===== src/rtl/rv32i_pkg.sv =====
// Definitions shared across the RV32I core: fetch FSM states, the canonical
// NOP encoding, the default reset PC and base opcodes used by decode.
package rv32i_pkg;

    typedef enum logic [1:0] {
        IDLE = 2'd0,
        REQ  = 2'd1,
        WAIT = 2'd2,
        HOLD = 2'd3
    } fetch_state_e;

    localparam logic [31:0] INSTR_NOP        = 32'h0000_0013;
    localparam logic [31:0] RESET_PC_DEFAULT = 32'h0000_0000;

    localparam logic [6:0] OPC_LUI    = 7'b0110111;
    localparam logic [6:0] OPC_AUIPC  = 7'b0010111;
    localparam logic [6:0] OPC_JAL    = 7'b1101111;
    localparam logic [6:0] OPC_JALR   = 7'b1100111;
    localparam logic [6:0] OPC_BRANCH = 7'b1100011;
    localparam logic [6:0] OPC_LOAD   = 7'b0000011;
    localparam logic [6:0] OPC_STORE  = 7'b0100011;
    localparam logic [6:0] OPC_OP_IMM = 7'b0010011;
    localparam logic [6:0] OPC_OP     = 7'b0110011;
    localparam logic [6:0] OPC_SYSTEM = 7'b1110011;

endpackage


===== src/rtl/if_stage.sv =====
// Instruction-fetch stage: owns the PC, keeps one imem request in flight and
// presents the fetched word to decode through a valid/ready handshake.
module if_stage
    import rv32i_pkg::*;
#(
    parameter logic [31:0] RESET_PC = RESET_PC_DEFAULT
) (
    input  logic        clk,
    input  logic        rst_n,
    output logic        imem_req,
    output logic [31:0] imem_addr,
    input  logic        imem_gnt,
    input  logic        imem_rvalid,
    input  logic [31:0] imem_rdata,
    input  logic        redirect_valid,
    input  logic [31:0] redirect_pc,
    output logic        id_valid,
    input  logic        id_ready,
    output logic [31:0] id_pc,
    output logic [31:0] id_instr,
    output logic [24:0] id_imm_field,
    output logic [1:0]  id_imm_sel
);

    fetch_state_e state_q;
    logic [31:0]  pc_q;
    logic         drop_q;
    logic         id_valid_q;
    logic [31:0]  id_pc_q;
    logic [31:0]  id_instr_q;

    logic [31:0]  redir_pc_d;
    logic [31:0]  pc_inc_d;
    logic         unused_redirect_lsb;

    assign redir_pc_d          = {redirect_pc[31:2], 2'b00};
    assign pc_inc_d            = pc_q + 32'd4;
    assign unused_redirect_lsb = ^redirect_pc[1:0];

    // drop_q marks a granted response that must be swallowed after a redirect
    always_ff @(posedge clk or negedge rst_n) begin
        if (!rst_n) begin
            state_q    <= IDLE;
            pc_q       <= RESET_PC;
            drop_q     <= 1'b0;
            id_valid_q <= 1'b0;
            id_pc_q    <= 32'h0000_0000;
            id_instr_q <= INSTR_NOP;
        end else begin
            case (state_q)
                IDLE: begin
                    state_q <= REQ;
                    if (redirect_valid) pc_q <= redir_pc_d;
                end
                REQ: begin
                    if (redirect_valid) begin
                        pc_q <= redir_pc_d;
                        if (imem_gnt) begin
                            state_q <= WAIT;
                            drop_q  <= 1'b1;
                        end
                    end else if (imem_gnt) begin
                        state_q <= WAIT;
                    end
                end
                WAIT: begin
                    if (redirect_valid) begin
                        pc_q <= redir_pc_d;
                        if (imem_rvalid) begin
                            state_q <= REQ;
                            drop_q  <= 1'b0;
                        end else begin
                            drop_q  <= 1'b1;
                        end
                    end else if (imem_rvalid) begin
                        if (drop_q) begin
                            drop_q  <= 1'b0;
                            state_q <= REQ;
                        end else begin
                            id_instr_q <= imem_rdata;
                            id_pc_q    <= pc_q;
                            pc_q       <= pc_inc_d;
                            id_valid_q <= 1'b1;
                            state_q    <= HOLD;
                        end
                    end
                end
                HOLD: begin
                    if (redirect_valid) begin
                        pc_q       <= redir_pc_d;
                        id_valid_q <= 1'b0;
                        state_q    <= REQ;
                    end else if (id_ready) begin
                        id_valid_q <= 1'b0;
                        state_q    <= REQ;
                    end
                end
                default: state_q <= IDLE;
            endcase
        end
    end

    assign imem_req     = (state_q == REQ);
    assign imem_addr    = pc_q;
    assign id_valid     = id_valid_q;
    assign id_pc        = id_pc_q;
    assign id_instr     = id_instr_q;
    assign id_imm_field = id_instr_q[31:7];
    assign id_imm_sel   = id_instr_q[6:5];

endmodule


===== config.mk =====
export PLATFORM = sky130hd
export DESIGN_NAME = if_stage
export DESIGN_NICKNAME = d
export VERILOG_FILES = /design/src/rtl/rv32i_pkg.sv /design/src/rtl/if_stage.sv
export SDC_FILE = /design/constraint.sdc
export NUM_CORES = 1
export LEC_CHECK = 0
export BUFFER_PORTS_ARGS = -buffer_cell sky130_fd_sc_hd__buf_2
export CAP_MARGIN = 20
export CORE_UTILIZATION = 50
export CTS_BUF_LIST = sky130_fd_sc_hd__clkbuf_2
export DETAILED_ROUTE_END_ITERATION = 10
export PLACE_DENSITY_LB_ADDON = 0.12
export SKIP_LAST_GASP = 1
export SYNTH_ARGS = -nofsm -noshare
export SYNTH_HDL_FRONTEND = slang
export SYNTH_SLANG_ARGS = --single-unit

===== constraint.sdc =====
create_clock -name clk -period 2.03 [get_ports clk]
set_input_delay 0.203 -clock clk [delete_from_list [all_inputs] [get_ports clk]]
set_output_delay 0.203 -clock clk [all_outputs]
set_load 0.005 [all_outputs]

-- After elaboration in Yosys (flattened, before gate mapping)
Index checks and enable logic that the tools add are counted.
- logic and storage cells: 55
- memories: 0
- memory bits (writable): 0
- flip-flop bits (word level): 100
- bits of input ports: 70
- bits in latches: 0
- output and inout bits: 125
- memory bits (read-only): 0
- magnitude comparators: 0
- reduce and logical (&&, ||, !) cells: 9
- divide/modulo/power cells: 0
- $add $sub $neg: 1
- multipliers: 0
- equality and inequality tests: 12
- shifts and indexed selects: 0
- multiplexer cells: 25
- bitwise gates (word level): 2
- operators by type and width (operator ; number):
    two-way mux 32 bit ; 4
    case mux 32 bit (2 select lines) ; 1
    adder 32 x 3 -> 32 bit (second input constant) ; 1
    two-way mux 2 bit ; 7
    two-way mux 1 bit ; 10
    != test 3 bit (second input constant) ; 3
    case mux 2 bit (4 select lines) ; 1
    AND reduction 4 bit ; 2
    != test 2 x 1 -> 1 bit (second input constant) ; 3
    != test 2 bit (second input constant) ; 3
    AND reduction 3 bit ; 2
    AND reduction 5 bit ; 1
    == test 2 bit (second input constant) ; 2
    case mux 1 bit (2 select lines) ; 2
    nonzero test 2 bit ; 2
    OR reduction 3 bit ; 1
    == test 2 x 1 -> 1 bit (second input constant) ; 1
    zero test 2 bit ; 1
    NOT 1 bit ; 2

-- Depth between registers and ports, before layout
Gate-level depths: netlist of the first run.
- depth in word-level cells: 5
- mapped depth: 9
- mapped depth without buffers: 7

-- Worst setup path before layout of the first run
No wires, ideal clock.
- path kind: register -> register
- start: register state_q[0]
- end: register id_instr_q[10], in the netlist id_instr[10]
- path buffers: 3
- data arrival time: 1747 ps
- data required time: 1965 ps
- library setup time: 65 ps
- path slack: 218 ps
- clock period less this slack: 1812 ps
- cell stages (with the launch flop): 10
- path through: dfrtp_1 -> inv_1 -> ha_1 -> and3b_1 -> buf_2 -> o21ai_2 -> buf_2 -> buf_2 -> nand2_1 -> nand2_1
- cells in the longest elaborated chain, start to end: 2
- ends and longest elaborated chain (item ; line ; source):
    from (decl) ; if_stage.sv:25 ; fetch_state_e state_q;
    from (signal assigned) ; if_stage.sv:43 ; state_q <= IDLE;
    from (signal assigned) ; if_stage.sv:52 ; state_q <= REQ;
    from (signal assigned) ; if_stage.sv:59 ; state_q <= WAIT;
    == test 2 bit ; if_stage.sv:50 ; case (state_q)
    AND reduction 4 bit (no line) ; -- ;
    to (signal assigned) ; if_stage.sv:80 ; id_instr_q <= imem_rdata;
    to (decl) ; if_stage.sv:30 ; logic [31:0] id_instr_q;
No other way between the ends.
A chain may end at the register's enable or synchronous reset.

-- Worst setup path after layout of the first run
- start: register state_q[0]
- end: register drop_q
- cells in the longest elaborated chain, start to end: 3
- elaborated cells on any way between the ends: 8
- classes of those cells: eq/ne (5); mux (1); reduce/logical (2)
- ends and longest elaborated chain (item ; line ; source):
    == test 2 bit / == test 2 x 1 -> 1 bit (equally long branches) ; if_stage.sv:50 ;
    != test 3 bit (no line) (tied with other cells) ; -- ;
    AND reduction 4 bit (no line) ; -- ;
    to (signal assigned) ; if_stage.sv:45 ; drop_q <= 1'b0;
    to (signal assigned) ; if_stage.sv:60 ; drop_q <= 1'b1;
    to (signal assigned) ; if_stage.sv:71 ; drop_q <= 1'b0;
    to (decl) ; if_stage.sv:27 ; logic drop_q;
Parallel ways exist; a longest one is shown, timed or not.

==> impl_metrics.py, run 1 <==
metrics = {
    "worst_setup_path": {
        "reg2regPathDepth": 6,
        "cp-end-kind": "register",
        "start_kind": "register",
        "crit_required_ns": 2.56,
        "slowest_stage": "dlygate4sd3_1",
        "cpPeakStageDelay_ns": 0.59,
        "cp_max_fo": 6,
        "r2r_start": "state_q[0]$_DFFE_PN0P_",
        "cp.arrival_ns": 2.45,
        "startpoint": "state_q[0]$_DFFE_PN0P_",
        "cp_cell_sequence": "ha_1 -> nor2b_2 -> nor2_1 -> o22ai_1 -> a41oi_1 -> dlygate4sd3_1",
        "criticalPathCategory": "register to register",
    },
    "clocking": {
        "cts_buffers": 9,
        "clk_pin_slew_ns": 0.27,
        "clk_latency_ns": 0.57,
        "cts_sinks": 96,
        "h-tree-depth": 3,
        "max-clock-path-buffers": 2,
        "root_buffer": "clkbuf_2",
        "cts_tree": "yes",
    },
    "cells_and_area": {
        "final_core_util_pct": 71.1,
        "multi_input_area_sq_um": 1950,
        "num_antenna_cells": 0,
        "syn2layout_area_growth_pct": 38.2,
        "fin_cells": 900,
        "drive_gt1_share_pct": 31.7,
        "final_area_sq_um": 6540,
        "final_nets": 858,
        "fillers": 725,
        "regArea_sq_um": 2410,
    },
    "synthesis": {
        "yosys_warnings": 0,
        "ys_seq_elements": 96,
        "synth_edf_count": 0,
        "yosysUniqueCellTypes": 56,
        "ys_seq_area_share_pct": 50.8,
        "synthesis.area_sq_um": 4730,
        "syn-mean-instance-area_sq_um": 8.55,
        "dominantRegCellSynth": "dfrtp_1",
        "postSynth.asyncResetShare_pct": 100,
        "syn-instance-count": 554,
    },
    "power": {
        "p_switching_mw": 2.46,
        "max-vdd-ir-drop_uv": 472,
        "cellInternalPower_mw": 4.49,
        "power_density_nw_per_um2": 1060,
        "combPwrFrac_pct": 37.0,
        "p_leak_nw": 3.44,
        "clkPwrFrac_pct": 17.4,
        "seqPwrFrac_pct": 45.6,
        "p_sw_share_pct": 35.4,
    },
    "sta": {
        "period_needed_ns": 1.92,
        "drv_slew": 0,
        "setup_violations": 0,
        "hold_violations": 0,
        "min_period_over_period_pct": 94.5,
        "setup_tns_ns": 0,
        "skew_ns": 0.0277,
        "fmax_mhz": 521,
        "rsz0062_at_grt": "yes",
    },
    "drt": {
        "drtPass1Iterations": 5,
        "totalWireLength_um": 13300,
        "vias": 4673,
        "vias_per_cell": 5.19,
        "drc": 0,
        "wire_per_inst_um": 14.8,
        "postRouteAntennaNets": 0,
        "drtIter0Drc": 279,
    },
    "run_status": {
        "status": "completed",
    },
    "floorplan": {
        "dieWidth_um": 99.3,
        "core_sq_um": 9200,
        "initial_core_util_pct": 51.5,
        "num_io_pins": 195,
        "die_y_um": 99.3,
        "dieArea_sq_um": 9860,
        "num_rows": 35,
    },
    "global_routing": {
        "grt_usage_pct": 27.6,
        "antenna_found_initial": 0,
        "overflow": 0,
        "grt_pass1_wl_um": 21400,
        "grt_max_degree": 47,
        "grt_pass1_vias": 4495,
    },
    "worst_hold_path": {
        "hold_depth": 4,
        "hp-class": "primary input to register",
        "min_from": "redirect_pc[12]",
    },
    "placement": {
        "hpwl_um": 9000,
        "gp_congestion": 0.867,
        "dp_cells": 820,
        "port_buffers": 188,
        "place_area_sq_um": 5730,
    },
    "job": {
        "drv_cap": 0,
    },
}
worst paths after layout:
path / endpoint / slack (ns)
worst max-delay path: drop_q$_DFFE_PN0P_ / 0.11
worst min-delay path: imem_addr[12]$_DFFE_PN0P_ / 0.05
worst max register to register: drop_q$_DFFE_PN0P_ / 0.11
worst min register to register: id_instr[0]$_DFFE_PN1P_ / 0.48
max in group asynchronous: id_pc[29]$_DFFE_PN0P_ / 1.26
min in group asynchronous: id_instr[28]$_DFFE_PN0P_ / 0.08
synth_stat cells (all sizes together) (3+ instances only):
cell    number  area, sq um
a211oi       5         37.5
a21oi       22          110
a22oi        3         22.5
a311oi       5         43.8
a31oi        4         25.0
a41oi        4         35.0
and2         3         18.8
and3         4         26.3
and4         3         26.3
buf         45          302
clkbuf      19         71.3
dfrtp       93         2330
dfstp        3         78.8
ha           4         50.1
inv         12         45.0
nand2      202          761
nand3       11         55.1
nand4        8         65.1
nor2        26          100
nor2b        3         18.8
nor3         8         45.0
nor4         3         33.8
o211ai       3         22.5
o21ai       25          129
o22a         4         35.0
o22ai        7         43.8
cells in the final DEF (no fill, tap or decap), types with 5 or more instances in the layout:
| cell type | synthesis | final |
|---|---|---|
| nand3_1 | 11 | 11 |
| a311oi_1 | 5 | 5 |
| clkbuf_2 | 0 | 9 |
| nor3_1 | 7 | 7 |
| o22ai_1 | 7 | 7 |
| buf_2 | 13 | 187 |
| buf_4 | 31 | 26 |
| dlygate4sd3_1 | 0 | 63 |
| nand4_1 | 7 | 7 |
| inv_1 | 12 | 12 |
| nand2_1 | 201 | 201 |
| o21ai_0 | 24 | 24 |
| a211oi_1 | 5 | 5 |
| nor2_1 | 25 | 24 |
| dfrtp_1 | 93 | 93 |
| a21oi_1 | 22 | 22 |
registers in the layout, summed over array words and instances (netlist names):
signal     cells
id_instr      32
id_pc         30
imem_addr     30
state_q        2
drop_q         1
id_valid       1
metrics by stage:
| step | power (mW) | hold slack, ns | setup WS [ns] |
|---|---|---|---|
| after global placement | 5.55 | 0.183 | 0.219 |
| final | 6.95 | 0.0464 | 0.112 |
| after CTS | 6.95 | 0.0131 | 0.0987 |
| after floorplan | 4.61 | -0.0926 | 0.218 |
| after detailed placement | 5.64 | 0.189 | 0.152 |
| after global routing | 7.46 | 0.0147 | -0.0585 |
repair_timing:
| action | CTS | global route |
|---|---|---|
| setup endpoints to repair | 0 | 3 |
| gates resized for setup | 0 | 3 |
| hold buffers | 63 | 0 |
| buffers inserted | 0 | 1 |
| endpoints found under the hold margin | 138 | 0 |
kinds of logic after synthesis:
kind of cell	Yosys count	synth area share (%)
compound gates	95	13.3
buf+inv	76	8.83
flops	96	50.8
simple gates	281	25.8
xor+xnor	1	0.185
other cells	1	0.0792
fa+ha+maj	4	1.06
layout make-up:
type	count	share of cell area, %
flip-flops and latches	96	36.8
multi-input cells	385	29.8
repair buffers	280	28.2
well taps	111	2.12
clock inverters	7	1.78
clock buffers	9	0.689
inverters	12	0.689
critical path, delay by kind of cell (launching register included):
family	cells	cell delay (ns)
and+or+nand+nor	2	0.29
adders and majority gates	1	0.27
AOI/OAI and AO/OA	2	0.29
DFF	1	0.47
buffers and inverters	1	0.59
power groups by stage:
stage,registers (mW),clock network [mW],logic [mW]
after floorplan,3.26,0,1.34
after CTS,3.16,1.23,2.56
after detailed placement,3.21,0,2.44
after global placement,3.16,0,2.39
after global routing,3.27,1.29,2.89
final,3.17,1.21,2.57
per-layer routing:
metal | part of all wire [%] | vias to the layer above | track usage (%)
li1 | - | 2287 | -
met1 | 44 | 2196 | 35.7
met2 | 49 | 172 | 47.4
met3 | 5.2 | 18 | 4.50
met4 | 1.6 | 0 | 9.50
met5 | 0 | - | 0
No activity file was read; power rests on OpenSTA's default activity.
==> run 2, diff against run 1 <==
--- a/config.mk
+++ b/config.mk
@@ -7,7 +7,9 @@
 export LEC_CHECK = 0
 export BUFFER_PORTS_ARGS = -buffer_cell sky130_fd_sc_hd__buf_2
 export CAP_MARGIN = 20
-export CORE_UTILIZATION = 50
+export CELL_PAD_IN_SITES_DETAIL_PLACEMENT = 0
+export CELL_PAD_IN_SITES_GLOBAL_PLACEMENT = 2
+export CORE_UTILIZATION = 28
 export CTS_BUF_LIST = sky130_fd_sc_hd__clkbuf_2
 export DETAILED_ROUTE_END_ITERATION = 10
 export PLACE_DENSITY_LB_ADDON = 0.12
==> run 2 against run 1 <==
Against the previous run: clock power is 9.9% lower; sequential share of layout area is 1.5 points lower; final cell count is 14% higher; hold slack better by 0.0058 ns; first-iteration DRC count is 51% lower; critical path type unchanged; largest power group unchanged; power is 0.95% lower; die area is 77% higher; sequential cell count stayed put; largest cell class unchanged; register-to-register slack worse by 0.02 ns; global-route usage is 9.9 points lower.
==> impl_metrics.py, run 2 (synthesized netlist as in run 1, its figures left out) <==
metrics = {
    "placement": {
        "hpwl_um": 10600,
        "gp_congestion": 0.798,
        "port_buffers": 188,
        "dp_worst_setup_slack_ns": 0.0718,
    },
    "clocking": {
        "max-clock-path-buffers": 2,
        "clk_latency_ns": 0.61,
        "root_buffer": "clkbuf_2",
        "h-tree-depth": 3,
        "cts_tree": "yes",
        "clk_pin_slew_ns": 0.30,
        "cts_sinks": 96,
        "cts_buffers": 9,
    },
    "worst_setup_path": {
        "crit_required_ns": 2.58,
        "start_kind": "register",
        "cp_cell_sequence": "buf_4 -> inv_1 -> ha_1 -> nor2b_1 -> nor2_1 -> o22ai_1 -> a41oi_1 -> dlygate4sd3_1",
        "cp.arrival_ns": 2.48,
        "criticalPathCategory": "register to register",
        "cp-end-kind": "register",
        "cpPeakStageDelay_ns": 0.56,
        "cp_max_fo": 6,
        "slowest_stage": "dlygate4sd3_1",
        "critPathTopFamily": "buffers and inverters",
        "critPathBufInv": 3,
    },
    "global_routing": {
        "grt_pass1_vias": 4597,
        "grt_max_degree": 42,
        "grt_pass1_wl_um": 24300,
        "grt_usage_pct": 17.8,
        "antenna_found_initial": 1,
        "overflow": 0,
    },
    "floorplan": {
        "num_io_pins": 195,
        "die_y_um": 132,
        "num_rows": 47,
        "core_sq_um": 16500,
        "dieWidth_um": 132,
        "initial_core_util_pct": 28.7,
        "dieArea_sq_um": 17400,
    },
    "power": {
        "max-vdd-ir-drop_uv": 425,
        "power_density_nw_per_um2": 1010,
        "p_sw_share_pct": 36.0,
        "p_switching_mw": 2.48,
        "p_leak_nw": 3.52,
        "seqPwrFrac_pct": 46.0,
        "clkPwrFrac_pct": 15.8,
        "cellInternalPower_mw": 4.41,
        "combPwrFrac_pct": 38.2,
    },
    "sta": {
        "fmax_mhz": 517,
        "fin_ws_ns": 0.0941,
        "whs_ns": 0.0521,
        "drv_slew": 0,
        "setup_violations": 0,
        "min_period_over_period_pct": 95.4,
        "rsz0062_at_grt": "yes",
        "hold_violations": 0,
        "setup_tns_ns": 0,
        "period_needed_ns": 1.94,
        "skew_ns": 0.0409,
    },
    "worst_hold_path": {
        "hp-class": "primary input to async pin",
    },
    "cells_and_area": {
        "fillers": 1723,
        "drive_gt1_share_pct": 32.7,
        "final_nets": 876,
        "layout_common_cells": "201 x nand2_1, 187 x buf_2, 90 x dfrtp_1, 67 x dlygate4sd3_1, 37 x buf_4",
        "largest_reg_flops": 32,
        "final_core_util_pct": 41.4,
        "layout_commonest_cell": "nand2_1",
        "syn2layout_area_growth_pct": 44.4,
    },
    "drt": {
        "postRouteAntennaNets": 0,
        "vias": 4699,
        "vias_per_cell": 4.57,
        "drc": 0,
        "drtIter0Drc": 137,
        "wire_per_inst_um": 14.7,
        "totalWireLength_um": 15100,
        "drtPass1Iterations": 4,
    },
    "job": {
        "drv_cap": 0,
    },
    "run_status": {
        "status": "completed",
    },
}
run 2: area by class of cell:
type | instances | area (sq um) | share of cell area [%]
Clock inverter | 7 | 85.1 | 1.24
Antenna cell | 1 | 2.50 | 0.0366
Tap cell | 220 | 275 | 4.03
Clock buffer | 9 | 45.0 | 0.659
Sequential cell | 96 | 2410 | 35.2
Multi-Input combinational cell | 385 | 1960 | 28.7
Inverter | 12 | 45.0 | 0.659
Timing Repair Buffer | 298 | 2020 | 29.5
run 2: stage by stage:
| stage | power [mW] | area (sq um) | cells |
|---|---|---|---|
| 6_report | 6.89 | 6840 | 1028 |
| 5_1_grt | 7.48 | 6840 | 1028 |
| 4_1_cts | 6.96 | 6750 | 1021 |
| 3_5_place_dp | 5.71 | 5950 | 938 |
| 3_3_place_gp | 5.67 | 5950 | 938 |
| 2_1_floorplan | 4.61 | 4750 | 557 |
run 2: path summary, 6_finish.rpt:
path | startpoint | end | slack (ns) | depth (start not counted)
setup / recovery | state_q[1]$_DFFE_PN0P_ | drop_q$_DFFE_PN0P_ | 0.09 | 8
hold / removal | rst_n | id_instr[11]$_DFFE_PN0P_ | 0.05 | 2
setup reg to reg | state_q[1]$_DFFE_PN0P_ | drop_q$_DFFE_PN0P_ | 0.09 | 8
hold reg to reg | id_instr[1]$_DFFE_PN1P_ | id_instr[1]$_DFFE_PN1P_ | 0.48 | 2
max in group asynchronous | rst_n | imem_addr[27]$_DFFE_PN0P_ | 1.27 | 3
min in group clk | imem_rvalid | state_q[0]$_DFFE_PN0P_ | 0.06 | 3
run 2: power groups by stage:
stage | logic [mW] | registers, mW | clock network, mW
final | 2.63 | 3.17 | 1.09
after global routing | 2.99 | 3.28 | 1.22
after CTS | 2.62 | 3.19 | 1.16
after detailed placement | 2.48 | 3.23 | 0
after global placement | 2.47 | 3.20 | 0
after floorplan | 1.34 | 3.26 | 0
run 2: repair_timing:
item | 4_1_cts | 5_1_grt
setup buffers | 0 | 6
resized for setup | 0 | 9
hold endpoints to repair | 162 | 0
hold buffers | 67 | 0
setup endpoints to repair | 0 | 66
run 2: worst register-to-register path: stages (launching register included):
cell and delay [ns]:
dfrtp_1 0.46, buf_4 0.15, inv_1 0.04, ha_1 0.25, nor2b_1 0.20, nor2_1 0.06
o22ai_1 0.13, a41oi_1 0.05, dlygate4sd3_1 0.56
run 2: routing by layer:
metal / up-vias / GRT usage (%) / share of wire [%]
li1: 2323 / - / -
met4: 0 / 6.01 / 1.2
met2: 125 / 29.4 / 48
met3: 11 / 2.42 / 3.7
met1: 2240 / 23.9 / 47
met5: - / 0 / 0
==> run 3, diff against run 2 <==
--- a/config.mk
+++ b/config.mk
@@ -12,7 +12,7 @@
 export CORE_UTILIZATION = 28
 export CTS_BUF_LIST = sky130_fd_sc_hd__clkbuf_2
 export DETAILED_ROUTE_END_ITERATION = 10
-export PLACE_DENSITY_LB_ADDON = 0.12
+export PLACE_DENSITY_LB_ADDON = 0.2
 export SKIP_LAST_GASP = 1
 export SYNTH_ARGS = -nofsm -noshare
 export SYNTH_HDL_FRONTEND = slang
==> run 3 against run 2 <==
Against the previous run: power grew 3.0%; count of clock-buffer cells in the layout rose by 1; non-clock buffer count is 2 higher; routed wire length down 0.12%; sequential share of layout area down 0.22 points; via count is 0.43% lower; global-route usage is essentially flat; hold slack gained 0.0016 ns; clock power grew 23%; critical path depth grew 2; worst setup slack got worse by 0.0017 ns; combinational power is 2% lower.
==> impl_metrics.py, run 3 (synthesized netlist as in run 1, its figures left out) <==
metrics = {
    "worst_hold_path": {
        "hp-class": "primary input to async pin",
    },
    "cells_and_area": {
        "final_area_sq_um": 6880,
        "syn2layout_area_growth_pct": 45.2,
        "drive_gt1_share_pct": 33.1,
        "largest_reg_flops": 32,
        "fin_cells": 1030,
        "layout_common_cells": "200 x nand2_1, 187 x buf_2, 91 x dfrtp_1, 68 x dlygate4sd3_1, 40 x buf_4",
        "layout_commonest_cell": "nand2_1",
        "final_nets": 878,
    },
    "drt": {
        "totalWireLength_um": 15000,
        "drc": 0,
        "vias_per_cell": 4.54,
        "drtPass1Iterations": 4,
        "met1_length_um": 6910,
        "drtIter0Drc": 142,
        "vias": 4679,
        "postRouteAntennaNets": 0,
        "wire_per_inst_um": 14.6,
        "wl_met3_um": 720,
        "wl_met2_um": 7180,
        "top_layer": "met4",
    },
    "floorplan": {
        "dieWidth_um": 132,
        "dieArea_sq_um": 17400,
        "num_io_pins": 195,
        "core_sq_um": 16500,
        "die_y_um": 132,
        "num_rows": 47,
        "initial_core_util_pct": 28.7,
    },
    "clocking": {
        "cts_buffers": 9,
        "h-tree-depth": 3,
        "max-clock-path-buffers": 2,
        "clk_pin_slew_ns": 0.29,
        "cts_tree": "yes",
        "clk_latency_ns": 0.61,
        "root_buffer": "clkbuf_2",
        "cts_sinks": 96,
    },
    "sta": {
        "max_slew_margin_pct": 65.9,
        "min_period_over_period_pct": 95.4,
        "hold_violations": 0,
        "worst_pin_slew_ns": 0.512,
        "setup_tns_ns": 0,
        "setup_violations": 0,
        "skew_ns": 0.0391,
        "drv_slew": 0,
        "fmax_mhz": 516,
        "rsz0062_at_grt": "yes",
        "period_needed_ns": 1.94,
    },
    "placement": {
        "dp_cells": 941,
        "hpwl_um": 10800,
        "gp_congestion": 0.783,
        "port_buffers": 188,
        "place_area_sq_um": 5960,
    },
    "worst_setup_path": {
        "cp_max_fo": 12,
        "cp.arrival_ns": 2.51,
        "r2r_start": "state_q[0]$_DFFE_PN0P_",
        "r2r_end": "imem_addr[23]$_DFFE_PN0P_",
        "cpMostUsedCell": "buf_4",
        "reg2reg_slack_ns": 0.09,
        "cp-end-kind": "register",
        "crit_required_ns": 2.61,
        "cpPeakStageDelay_ns": 0.46,
        "slowest_stage": "dfrtp_1",
        "start_kind": "register",
        "cp_cell_sequence": "inv_1 -> ha_1 -> and3b_1 -> nor2_1 -> buf_4 -> nor2_4 -> buf_4 -> buf_4 -> a32o_1 -> a21oi_1",
        "reg2regPathDepth": 10,
        "criticalPathCategory": "register to register",
    },
    "power": {
        "max-vdd-ir-drop_uv": 375,
        "power_density_nw_per_um2": 1030,
        "p_leak_nw": 3.54,
    },
    "global_routing": {
        "overflow": 0,
        "grt_usage_pct": 17.8,
        "grt_pass1_vias": 4640,
        "antenna_found_initial": 1,
        "grt_max_degree": 41,
        "grt_pass1_wl_um": 24300,
    },
    "job": {
        "drv_cap": 0,
    },
    "run_status": {
        "status": "completed",
    },
}
==> run 3: changes by cell type in the layout (fill, tap and decap cells not counted), moves of 2 or more <==
cell	delta
bufinv_16	+2
clkinv_1	-3
buf_4	+3
buf_12	-2
==> run 3: metrics by stage <==
stage                     utilization (%)  worst slack (ns)  power, mW  hold WS [ns]
after detailed placement             36.1            0.0465       5.74         0.219
after CTS                            41.3           0.00273       7.23       0.00557
after global routing                 41.6           -0.0478       7.68        0.0284
after floorplan                         -             0.218       4.61       -0.0926
after global placement               36.1            0.0765       5.68         0.213
final                                41.6            0.0925       7.09        0.0537
==> run 3: metal layers <==
metal | track usage [%] | up-vias
li1 | - | 2332
met1 | 22.8 | 2191
met3 | 2.96 | 14
met2 | 30.0 | 142
met5 | 0 | -
met4 | 6.59 | 0
==> run 3: what timing repair did <==
| item | CTS | global route |
|---|---|---|
| hold buffers | 69 | 0 |
| hold endpoints to repair | 162 | 0 |
| buffers inserted | 0 | 4 |
| setup endpoints to repair | 0 | 61 |
| resized for setup | 0 | 7 |
==> run 3: critical path: cells and delay by family, from the launching register on <==
kind	cells	cell delay (ns)
buffers and inverters	4	0.54
DFF	1	0.46
and+or+nand+nor	3	0.40
AOI/OAI and AO/OA	2	0.31
adders and majority gates	1	0.20
==> run 3: worst max-delay path by stage <==
stage / slack, ns / startpoint / to / cells past startpoint
after floorplan: 0.22 / state_q[0]$_DFFE_PN0P_ / id_instr[10]$_DFFE_PN0P_ / 9
after global placement: 0.08 / state_q[0]$_DFFE_PN0P_ / imem_addr[30]$_DFFE_PN0P_ / 8
after detailed placement: 0.05 / state_q[0]$_DFFE_PN0P_ / imem_addr[30]$_DFFE_PN0P_ / 8
after CTS: 0.003 / state_q[0]$_DFFE_PN0P_ / imem_addr[30]$_DFFE_PN0P_ / 8
after global routing: -0.05 / imem_addr[15]$_DFFE_PN0P_ / imem_addr[30]$_DFFE_PN0P_ / 6
final: 0.09 / state_q[0]$_DFFE_PN0P_ / imem_addr[23]$_DFFE_PN0P_ / 10
==> run 3: final cells by class <==
type,instances,area (sq um)
Fill cell,1737,9650
Sequential cell,96,2410
Timing Repair Buffer,300,2010
Multi-Input combinational cell,385,1950
Tap cell,220,275
Clock inverter,6,133
Clock buffer,10,50.0
Inverter,12,45.0
Antenna cell,1,2.50
==> run 3: report_power, final <==
part | total (mW) | internal, mW | switching [mW] | leakage [nW]
logic | 2.59 | 1.31 | 1.28 | 2.25
clock network | 1.34 | 0.655 | 0.681 | 0.102
registers | 3.16 | 2.66 | 0.504 | 1.19
